<file path="src/rtl/micro_sequencer_if.sv">
// Bus between the micro_sequencer and its environment: opcode/flags/stall in,
// control-store address and microword, decoded strobes and status out.
interface micro_sequencer_if #(
  parameter int AW          = 8,
  parameter int OPW         = 7,
  parameter int STACK_DEPTH = 4
);
  localparam int UW  = AW + 24;
  localparam int SPW = $clog2(STACK_DEPTH + 1);

  logic [OPW-1:0] i_opcode;
  logic           i_n;
  logic           i_z;
  logic           i_v;
  logic           i_c;
  logic           i_hold;
  logic [UW-1:0]  i_uword;
  logic [AW-1:0]  o_uaddr;
  logic [AW-1:0]  o_upc;
  logic [AW-1:0]  o_na;
  logic           o_cond;
  logic           o_il;
  logic           o_pi;
  logic           o_pl;
  logic           o_mb;
  logic           o_md;
  logic           o_rw;
  logic           o_mm;
  logic           o_mw;
  logic           o_valid;
  logic           o_err;
  logic [SPW-1:0] o_sp;

  modport master (
    input  i_opcode, i_n, i_z, i_v, i_c, i_hold, i_uword,
    output o_uaddr, o_upc, o_na, o_cond,
           o_il, o_pi, o_pl, o_mb, o_md, o_rw, o_mm, o_mw,
           o_valid, o_err, o_sp
  );

  modport slave (
    output i_opcode, i_n, i_z, i_v, i_c, i_hold, i_uword,
    input  o_uaddr, o_upc, o_na, o_cond,
           o_il, o_pi, o_pl, o_mb, o_md, o_rw, o_mm, o_mw,
           o_valid, o_err, o_sp
  );
endinterface

</file>
<file path="src/rtl/micro_sequencer.sv">
// Microprogram sequencer: next-address select (sequential / conditional jump /
// opcode dispatch) and strobe decode. Define MICRO_SEQ_STACK_EN for call/return.
module micro_sequencer #(
  parameter int            AW          = 8,
  parameter int            OPW         = 7,
  parameter logic [AW-1:0] MAP_BASE    = {AW{1'b0}},
  parameter logic [AW-1:0] RESET_ADDR  = {AW{1'b0}},
  parameter int            STACK_DEPTH = 4
) (
  input logic               i_clk,
  input logic               i_rstn,
  micro_sequencer_if.master bus
);
  localparam int UW  = AW + 24;
  localparam int SPW = $clog2(STACK_DEPTH + 1);
  localparam logic [AW-1:0]  UPC_ONE  = AW'(1);
  localparam logic [SPW-1:0] SP_ZERO  = {SPW{1'b0}};
  localparam logic [SPW-1:0] SP_ONE   = SPW'(1);
  localparam logic [SPW-1:0] SP_FULL  = SPW'(STACK_DEPTH);
  localparam logic [1:0]     SQ_CALL  = 2'b01;
  localparam logic [1:0]     SQ_RET   = 2'b10;
`ifdef MICRO_SEQ_STACK_EN
  localparam bit STACK_EN = 1'b1;
`else
  localparam bit STACK_EN = 1'b0;
`endif

  typedef enum logic [2:0] {
    SEL_HOLD = 3'd0,
    SEL_MAP  = 3'd1,
    SEL_RET  = 3'd2,
    SEL_JUMP = 3'd3,
    SEL_SEQ  = 3'd4
  } sel_e;

  logic [AW-1:0]  upc_q, upc_d;
  logic           valid_q, valid_d;
  logic [1:0]     sq_s;
  logic [AW-1:0]  na_s;
  logic [2:0]     ms_s;
  logic           mc_s;
  logic           cond_s;
  logic           gate_s;
  logic [AW-1:0]  op_ext_s;
  logic [AW-1:0]  upc_inc_s;
  logic [AW-1:0]  uaddr_s;
  logic [AW-1:0]  stack_top_s;
  logic [SPW-1:0] sp_s;
  logic           err_s;
  logic           sp_empty_s;
  sel_e           sel_s;

  assign sq_s       = bus.i_uword[UW-1:UW-2];
  assign na_s       = bus.i_uword[AW+19:20];
  assign ms_s       = bus.i_uword[19:17];
  assign mc_s       = bus.i_uword[16];
  assign upc_inc_s  = upc_q + UPC_ONE;
  assign sp_empty_s = (sp_s == SP_ZERO);
  assign gate_s     = valid_q & ~bus.i_hold;

  // Opcode is zero-extended or truncated to the address width before dispatch.
  generate
    if (OPW >= AW) begin : g_op_trunc
      assign op_ext_s = bus.i_opcode[AW-1:0];
    end else begin : g_op_zext
      assign op_ext_s = {{(AW-OPW){1'b0}}, bus.i_opcode};
    end
  endgenerate

  // Condition multiplexer driven by the MS field.
  always_comb begin
    cond_s = 1'b0;
    case (ms_s)
      3'd0:    cond_s = 1'b0;
      3'd1:    cond_s = 1'b1;
      3'd2:    cond_s = bus.i_c;
      3'd3:    cond_s = bus.i_v;
      3'd4:    cond_s = bus.i_z;
      3'd5:    cond_s = bus.i_n;
      3'd6:    cond_s = ~bus.i_z;
      3'd7:    cond_s = ~bus.i_n;
      default: cond_s = 1'b0;
    endcase
  end

  // Next-address source selection in priority order.
  always_comb begin
    sel_s = SEL_HOLD;
    if (!valid_q || bus.i_hold) begin
      sel_s = SEL_HOLD;
    end else if (mc_s) begin
      sel_s = SEL_MAP;
    end else if (STACK_EN && (sq_s == SQ_RET)) begin
      sel_s = SEL_RET;
    end else if (cond_s) begin
      sel_s = SEL_JUMP;
    end else begin
      sel_s = SEL_SEQ;
    end
  end

  // Next-address mux; an empty-stack return restarts at RESET_ADDR.
  always_comb begin
    uaddr_s = upc_q;
    case (sel_s)
      SEL_HOLD: uaddr_s = upc_q;
      SEL_MAP:  uaddr_s = MAP_BASE + op_ext_s;
      SEL_RET:  uaddr_s = sp_empty_s ? RESET_ADDR : stack_top_s;
      SEL_JUMP: uaddr_s = na_s;
      SEL_SEQ:  uaddr_s = upc_inc_s;
      default:  uaddr_s = upc_q;
    endcase
  end

  // Sequencer state update; valid rises after the one-cycle fill.
  always_comb begin
    upc_d   = uaddr_s;
    valid_d = 1'b1;
  end

  // Microprogram counter and valid flag.
  always_ff @(posedge i_clk or negedge i_rstn) begin
    if (!i_rstn) begin
      upc_q   <= RESET_ADDR;
      valid_q <= 1'b0;
    end else begin
      upc_q   <= upc_d;
      valid_q <= valid_d;
    end
  end

`ifdef MICRO_SEQ_STACK_EN
  logic [AW-1:0]  stack_q [STACK_DEPTH];
  logic [AW-1:0]  stack_d [STACK_DEPTH];
  logic [SPW-1:0] sp_q, sp_d;
  logic           err_q, err_d;
  logic           sp_full_s;
  logic           is_call_s;
  logic           push_s;
  logic           pop_s;
  logic           fault_s;

  assign sp_full_s = (sp_q == SP_FULL);
  assign is_call_s = (sel_s == SEL_JUMP) && (sq_s == SQ_CALL);

  // Push on a taken CALL, pop on RET; overflow/underflow raise the fault.
  always_comb begin
    push_s  = is_call_s && !sp_full_s;
    pop_s   = (sel_s == SEL_RET) && !sp_empty_s;
    fault_s = (is_call_s && sp_full_s) || ((sel_s == SEL_RET) && sp_empty_s);
  end

  // Top-of-stack read selected by occupancy.
  always_comb begin
    stack_top_s = {AW{1'b0}};
    for (int i = 0; i < STACK_DEPTH; i++) begin
      stack_top_s = (sp_q == SPW'(i + 1)) ? stack_q[i] : stack_top_s;
    end
  end

  // Stack storage, pointer and sticky fault next-state.
  always_comb begin
    for (int i = 0; i < STACK_DEPTH; i++) begin
      stack_d[i] = (push_s && (sp_q == SPW'(i))) ? upc_inc_s : stack_q[i];
    end
    case ({push_s, pop_s})
      2'b10:   sp_d = sp_q + SP_ONE;
      2'b01:   sp_d = sp_q - SP_ONE;
      default: sp_d = sp_q;
    endcase
    err_d = err_q | fault_s;
  end

  // Stack registers; reset discards all contents immediately.
  always_ff @(posedge i_clk or negedge i_rstn) begin
    if (!i_rstn) begin
      for (int i = 0; i < STACK_DEPTH; i++) begin
        stack_q[i] <= {AW{1'b0}};
      end
      sp_q  <= SP_ZERO;
      err_q <= 1'b0;
    end else begin
      for (int i = 0; i < STACK_DEPTH; i++) begin
        stack_q[i] <= stack_d[i];
      end
      sp_q  <= sp_d;
      err_q <= err_d;
    end
  end

  assign sp_s  = sp_q;
  assign err_s = err_q;
`else
  assign stack_top_s = {AW{1'b0}};
  assign sp_s        = SP_ZERO;
  assign err_s       = 1'b0;
`endif

  assign bus.o_uaddr = uaddr_s;
  assign bus.o_upc   = upc_q;
  assign bus.o_na    = na_s;
  assign bus.o_cond  = cond_s;
  assign bus.o_valid = valid_q;
  assign bus.o_err   = err_s;
  assign bus.o_sp    = sp_s;
  assign bus.o_il    = bus.i_uword[15] & gate_s;
  assign bus.o_pi    = bus.i_uword[14] & gate_s;
  assign bus.o_pl    = bus.i_uword[13] & gate_s;
  assign bus.o_mb    = bus.i_uword[9]  & gate_s;
  assign bus.o_md    = bus.i_uword[3]  & gate_s;
  assign bus.o_rw    = bus.i_uword[2]  & gate_s;
  assign bus.o_mm    = bus.i_uword[1]  & gate_s;
  assign bus.o_mw    = bus.i_uword[0]  & gate_s;
endmodule

</file>
<file path="src/flat_wrapper.sv">
// flat-port wrapper written by rule: the top's interface ports become plain ports
module micro_sequencer_flat 
#(
  parameter int            AW          = 8,
  parameter int            OPW         = 7,
  parameter logic [AW-1:0] MAP_BASE    = {AW{1'b0}},
  parameter logic [AW-1:0] RESET_ADDR  = {AW{1'b0}},
  parameter int            STACK_DEPTH = 4
)
  (i_clk, i_rstn, bus_i_opcode, bus_i_n, bus_i_z, bus_i_v, bus_i_c, bus_i_hold, bus_i_uword, bus_o_uaddr, bus_o_upc, bus_o_na, bus_o_cond, bus_o_il, bus_o_pi, bus_o_pl, bus_o_mb, bus_o_md, bus_o_rw, bus_o_mm, bus_o_mw, bus_o_valid, bus_o_err, bus_o_sp);
  micro_sequencer_if #(.AW(AW), .OPW(OPW), .STACK_DEPTH(STACK_DEPTH)) bus_i ();
  input logic i_clk;
  input logic i_rstn;
  input wire logic [$bits(bus_i.i_opcode)-1:0] bus_i_opcode;
  input wire logic [$bits(bus_i.i_n)-1:0] bus_i_n;
  input wire logic [$bits(bus_i.i_z)-1:0] bus_i_z;
  input wire logic [$bits(bus_i.i_v)-1:0] bus_i_v;
  input wire logic [$bits(bus_i.i_c)-1:0] bus_i_c;
  input wire logic [$bits(bus_i.i_hold)-1:0] bus_i_hold;
  input wire logic [$bits(bus_i.i_uword)-1:0] bus_i_uword;
  output wire logic [$bits(bus_i.o_uaddr)-1:0] bus_o_uaddr;
  output wire logic [$bits(bus_i.o_upc)-1:0] bus_o_upc;
  output wire logic [$bits(bus_i.o_na)-1:0] bus_o_na;
  output wire logic [$bits(bus_i.o_cond)-1:0] bus_o_cond;
  output wire logic [$bits(bus_i.o_il)-1:0] bus_o_il;
  output wire logic [$bits(bus_i.o_pi)-1:0] bus_o_pi;
  output wire logic [$bits(bus_i.o_pl)-1:0] bus_o_pl;
  output wire logic [$bits(bus_i.o_mb)-1:0] bus_o_mb;
  output wire logic [$bits(bus_i.o_md)-1:0] bus_o_md;
  output wire logic [$bits(bus_i.o_rw)-1:0] bus_o_rw;
  output wire logic [$bits(bus_i.o_mm)-1:0] bus_o_mm;
  output wire logic [$bits(bus_i.o_mw)-1:0] bus_o_mw;
  output wire logic [$bits(bus_i.o_valid)-1:0] bus_o_valid;
  output wire logic [$bits(bus_i.o_err)-1:0] bus_o_err;
  output wire logic [$bits(bus_i.o_sp)-1:0] bus_o_sp;
  assign bus_i.i_opcode = bus_i_opcode;
  assign bus_i.i_n = bus_i_n;
  assign bus_i.i_z = bus_i_z;
  assign bus_i.i_v = bus_i_v;
  assign bus_i.i_c = bus_i_c;
  assign bus_i.i_hold = bus_i_hold;
  assign bus_i.i_uword = bus_i_uword;
  assign bus_o_uaddr = bus_i.o_uaddr;
  assign bus_o_upc = bus_i.o_upc;
  assign bus_o_na = bus_i.o_na;
  assign bus_o_cond = bus_i.o_cond;
  assign bus_o_il = bus_i.o_il;
  assign bus_o_pi = bus_i.o_pi;
  assign bus_o_pl = bus_i.o_pl;
  assign bus_o_mb = bus_i.o_mb;
  assign bus_o_md = bus_i.o_md;
  assign bus_o_rw = bus_i.o_rw;
  assign bus_o_mm = bus_i.o_mm;
  assign bus_o_mw = bus_i.o_mw;
  assign bus_o_valid = bus_i.o_valid;
  assign bus_o_err = bus_i.o_err;
  assign bus_o_sp = bus_i.o_sp;
  micro_sequencer #(.AW(AW), .OPW(OPW), .MAP_BASE(MAP_BASE), .RESET_ADDR(RESET_ADDR), .STACK_DEPTH(STACK_DEPTH)) u_core (.i_clk(i_clk), .i_rstn(i_rstn), .bus(bus_i));
endmodule
</file>
<file path="config.mk">
export PLATFORM = sky130hd
export DESIGN_NAME = micro_sequencer_flat
export DESIGN_NICKNAME = d
export VERILOG_FILES = /design/src/rtl/micro_sequencer_if.sv /design/src/rtl/micro_sequencer.sv /design/src/flat_wrapper.sv
export SDC_FILE = /design/constraint.sdc
export NUM_CORES = 1
export LEC_CHECK = 0
export CORE_MARGIN = 8
export CORE_UTILIZATION = 26
export DETAILED_ROUTE_END_ITERATION = 16
export MAX_ROUTING_LAYER = met4
export PLACE_DENSITY = 0.77
export SLEW_MARGIN = 40
export SYNTH_ARGS = -nofsm -noshare
export SYNTH_HDL_FRONTEND = slang
export SYNTH_SLANG_ARGS = --single-unit
</file>
<file path="constraint.sdc">
create_clock -name i_clk -period 2.73 [get_ports i_clk]
set_clock_uncertainty 0.05 [all_clocks]
set_input_delay 0.819 -clock i_clk [delete_from_list [all_inputs] [get_ports i_clk]]
set_output_delay 0.819 -clock i_clk [all_outputs]
set_load 0.02 [all_outputs]
</file>
==> flow_metrics.py <==
metrics = {
    "run_status": {
        "status": "finished, violations left",
        "violations": "negative setup slack",
    },
    "sta": {
        "min_period_over_period_pct": 117,
        "final.setup.tns_ns": -3.62,
        "max_freq_mhz": 313,
        "hold_viol": 0,
        "layout_min_cycle_time_ns": 3.19,
        "rsz0062_at_grt": "yes",
        "finalWorstSetupSlack_ns": -0.463,
        "hold_ws_ns": 0.540,
        "slew_viol_final": 0,
        "setup_viol": 9,
    },
    "logic_synthesis": {
        "netlist_top_cells_area": "dfrtp_1 27%, buf_4 12%, and2_1 5.9%",
        "post-synth-top-area-fraction_pct": 26.6,
        "syn_inst": 103,
        "yosys.area.top_type": "dfrtp_1",
        "ys_ff_latch": 9,
        "ys.flop_type": "dfrtp_1",
        "yosys_warnings": 0,
        "synth_cell_type_count": 37,
        "synthArstFlopShare_pct": 100,
        "yosysSeqAreaShare_pct": 26.6,
        "netlist_area_um2": 846,
        "avgSynthCellArea_um2": 8.21,
        "synth.most_common_cell": "buf_4",
        "synth_edf_count": 0,
        "ys_top_cells_by_count": "13 x buf_4, 9 x dfrtp_1, 9 x nor3_1",
    },
    "worst_setup_path": {
        "path_cells": "buf_8 > and2b_1 > xnor2_2 > a32oi_4 > buf_6 > mux2_4 > o21ai_4 > buf_6",
        "criticalPathCategory": "primary input to output pin",
        "critPathMostFrequentCell": "buf_6",
        "endpoint": "bus_o_uaddr[2]",
        "critPathArrivalTime_ns": 2.32,
        "r2r-end": "u_core.bus.o_upc[2]",
        "r2r_cells": 8,
        "r2r_setup_slack_ns": 1.01,
        "endpoint_kind": "output pin",
        "slowest_delay_ns": 0.34,
        "cp-startpoint": "bus_i_uword[19]",
        "crit_slowest_cell": "a32oi_4",
        "rr_startpoint": "u_core.bus.o_valid",
        "cp_max_fo": 5,
        "start_kind": "primary input",
        "critPathRequiredTime_ns": 1.86,
    },
    "cts": {
        "cts_max_level": 1,
        "clock_path_buffers": 2,
        "numCtsBuffers": 3,
        "cts-root-buf": "clkbuf_4",
        "cts_tree": "yes",
        "clock_latency_ns": 0.27,
        "clk_pin_slew_ns": 0.06,
        "clock_sinks": 9,
        "cts_hold_buf": 0,
    },
    "placed_design": {
        "gp_congestion": 0.848,
        "io_buffer_count": 67,
        "dp_slack_ns": -1.26,
        "dp_hpwl_um": 2850,
    },
    "drt": {
        "avgViaCountPerCell": 4.54,
        "post_drt_wl_per_cell_um": 15.5,
        "vias": 1062,
        "routed_wl_um": 3620,
        "drcViolationCount": 0,
        "ant_nets": 0,
        "drt_iter0_markers": 29,
        "drtPass1Iterations": 4,
    },
    "worst_hold_path": {
        "hp-class": "flip-flop to flip-flop",
        "worstHoldStart": "u_core.bus.o_upc[7]",
    },
    "cells_and_area": {
        "drive_gt1_share_pct": 38.4,
        "nets": 238,
        "diodes": 0,
        "area_growth_pct": 114,
        "nFillCells": 278,
        "post-route-util_pct": 58.8,
    },
    "global_routing": {
        "grt_antenna_before_repair": 0,
        "grt_usage_pct": 13.7,
        "grt_max_degree": 18,
        "grt_pass1_wl_um": 5650,
        "grt_overflow": 0,
        "grt_pass1_vias": 1183,
    },
    "die": {
        "rows": 20,
        "die-area_um2": 5330,
        "die_w_um": 73.0,
        "core-area_um2": 3080,
        "ios": 84,
        "dieHeight_um": 73.0,
        "start_util_pct": 27.5,
    },
    "power_and_ir_drop": {
        "power_density_nw_per_um2": 478,
        "p_leak_nw": 0.822,
        "vdd_drop_max_mv": 0.340,
    },
    "job": {
        "drv_cap": 0,
    },
}
==> through the flow <==
| stage | power (W) | std cells | instance area, µm² |
|---|---|---|---|
| 2_1_floorplan | 0.000429 | 106 | 888 |
| 4_1_cts | 0.000832 | 231 | 1730 |
| 3_5_place_dp | 0.000696 | 218 | 1650 |
| 3_3_place_gp | 0.000688 | 218 | 1650 |
| 6_report | 0.000864 | 234 | 1810 |
| 5_1_grt | 0.000915 | 234 | 1810 |
==> where the power goes <==
group / switching [W] / total, W / internal (W)
Sequential: 0.0000261 / 0.000187 / 0.000161
Clock: 0.0000497 / 0.000106 / 0.0000565
Combinational: 0.000264 / 0.000571 / 0.000307
Total: 0.000340 / 0.000864 / 0.000525
==> cells by family (layout without fill, tap and decap cells) <==
kind of cell / after synthesis / in the layout / share of synthesized area (%)
mux: 5 / 5 / 6.36
fa+ha+maj: 1 / 1 / 1.48
flops: 9 / 9 / 26.6
xor+xnor: 4 / 4 / 4.14
buf+inv: 20 / 104 / 15.5
compound gates: 18 / 18 / 14.6
simple gates: 44 / 44 / 30.3
other cells: 2 / 5 / 0.888
==> worst min-delay path by stage <==
stage	endpoint	slack (ns)	cells after the start
after floorplan	u_core.bus.o_upc[0]	0.47	0
after global placement	u_core.bus.o_upc[7]	0.48	1
after detailed placement	u_core.bus.o_upc[7]	0.51	1
after CTS	u_core.bus.o_upc[7]	0.52	1
after global routing	u_core.bus.o_upc[7]	0.57	1
final	u_core.bus.o_upc[7]	0.54	1
==> placed cells by master, fill, tap and decap left out, drive strengths merged, types with 3 or more instances in the layout <==
cell type	count
nor2	5
clkdlybuf4s15	3
buf	50
a211oi	3
clkbuf	4
dfrtp	9
nand3	3
o22ai	4
and3	3
dlygate4sd2	11
and2	8
a21oi	4
nor3	9
conb	5
mux2	3
xnor2	3
nand4	3
clkdlybuf4s50	34
==> cell type report <==
type / instances / area [µm²] / share of cell area [%]
clock buffers: 4 / 26.3 / 1.45
well taps: 44 / 55.1 / 3.04
repair buffers: 98 / 896 / 49.5
multi-input cells: 77 / 599 / 33.1
inverters: 2 / 7.51 / 0.415
flip-flops and latches: 9 / 225 / 12.4
==> registers in the layout, indices dropped and copies added (netlist names) <==
name,flops
u_core.bus.o_upc,8
u_core.bus.o_valid,1
==> what timing repair did <==
| action | in CTS | in global routing |
|---|---|---|
| setup endpoints to repair | 25 | 9 |
| gates resized for setup | 121 | 9 |
| pin swaps | 9 | 4 |
| buffers inserted | 10 | 3 |
==> critical path: cells and delay by family <==
| family | cells | cell delay [ns] |
|---|---|---|
| xor+xnor | 1 | 0.15 |
| buf+inv | 3 | 0.39 |
| simple gates | 1 | 0.18 |
| compound gates | 2 | 0.48 |
| mux | 1 | 0.30 |
==> per-layer routing <==
layer	wire length, µm	vias to the layer above	track usage [%]
met5	0	-	-
li1	-	525	-
met4	15	0	2.00
met3	182	2	4.53
met2	2060	31	25.3
met1	1360	504	13.9
Power figures use the tool's default switching activity.
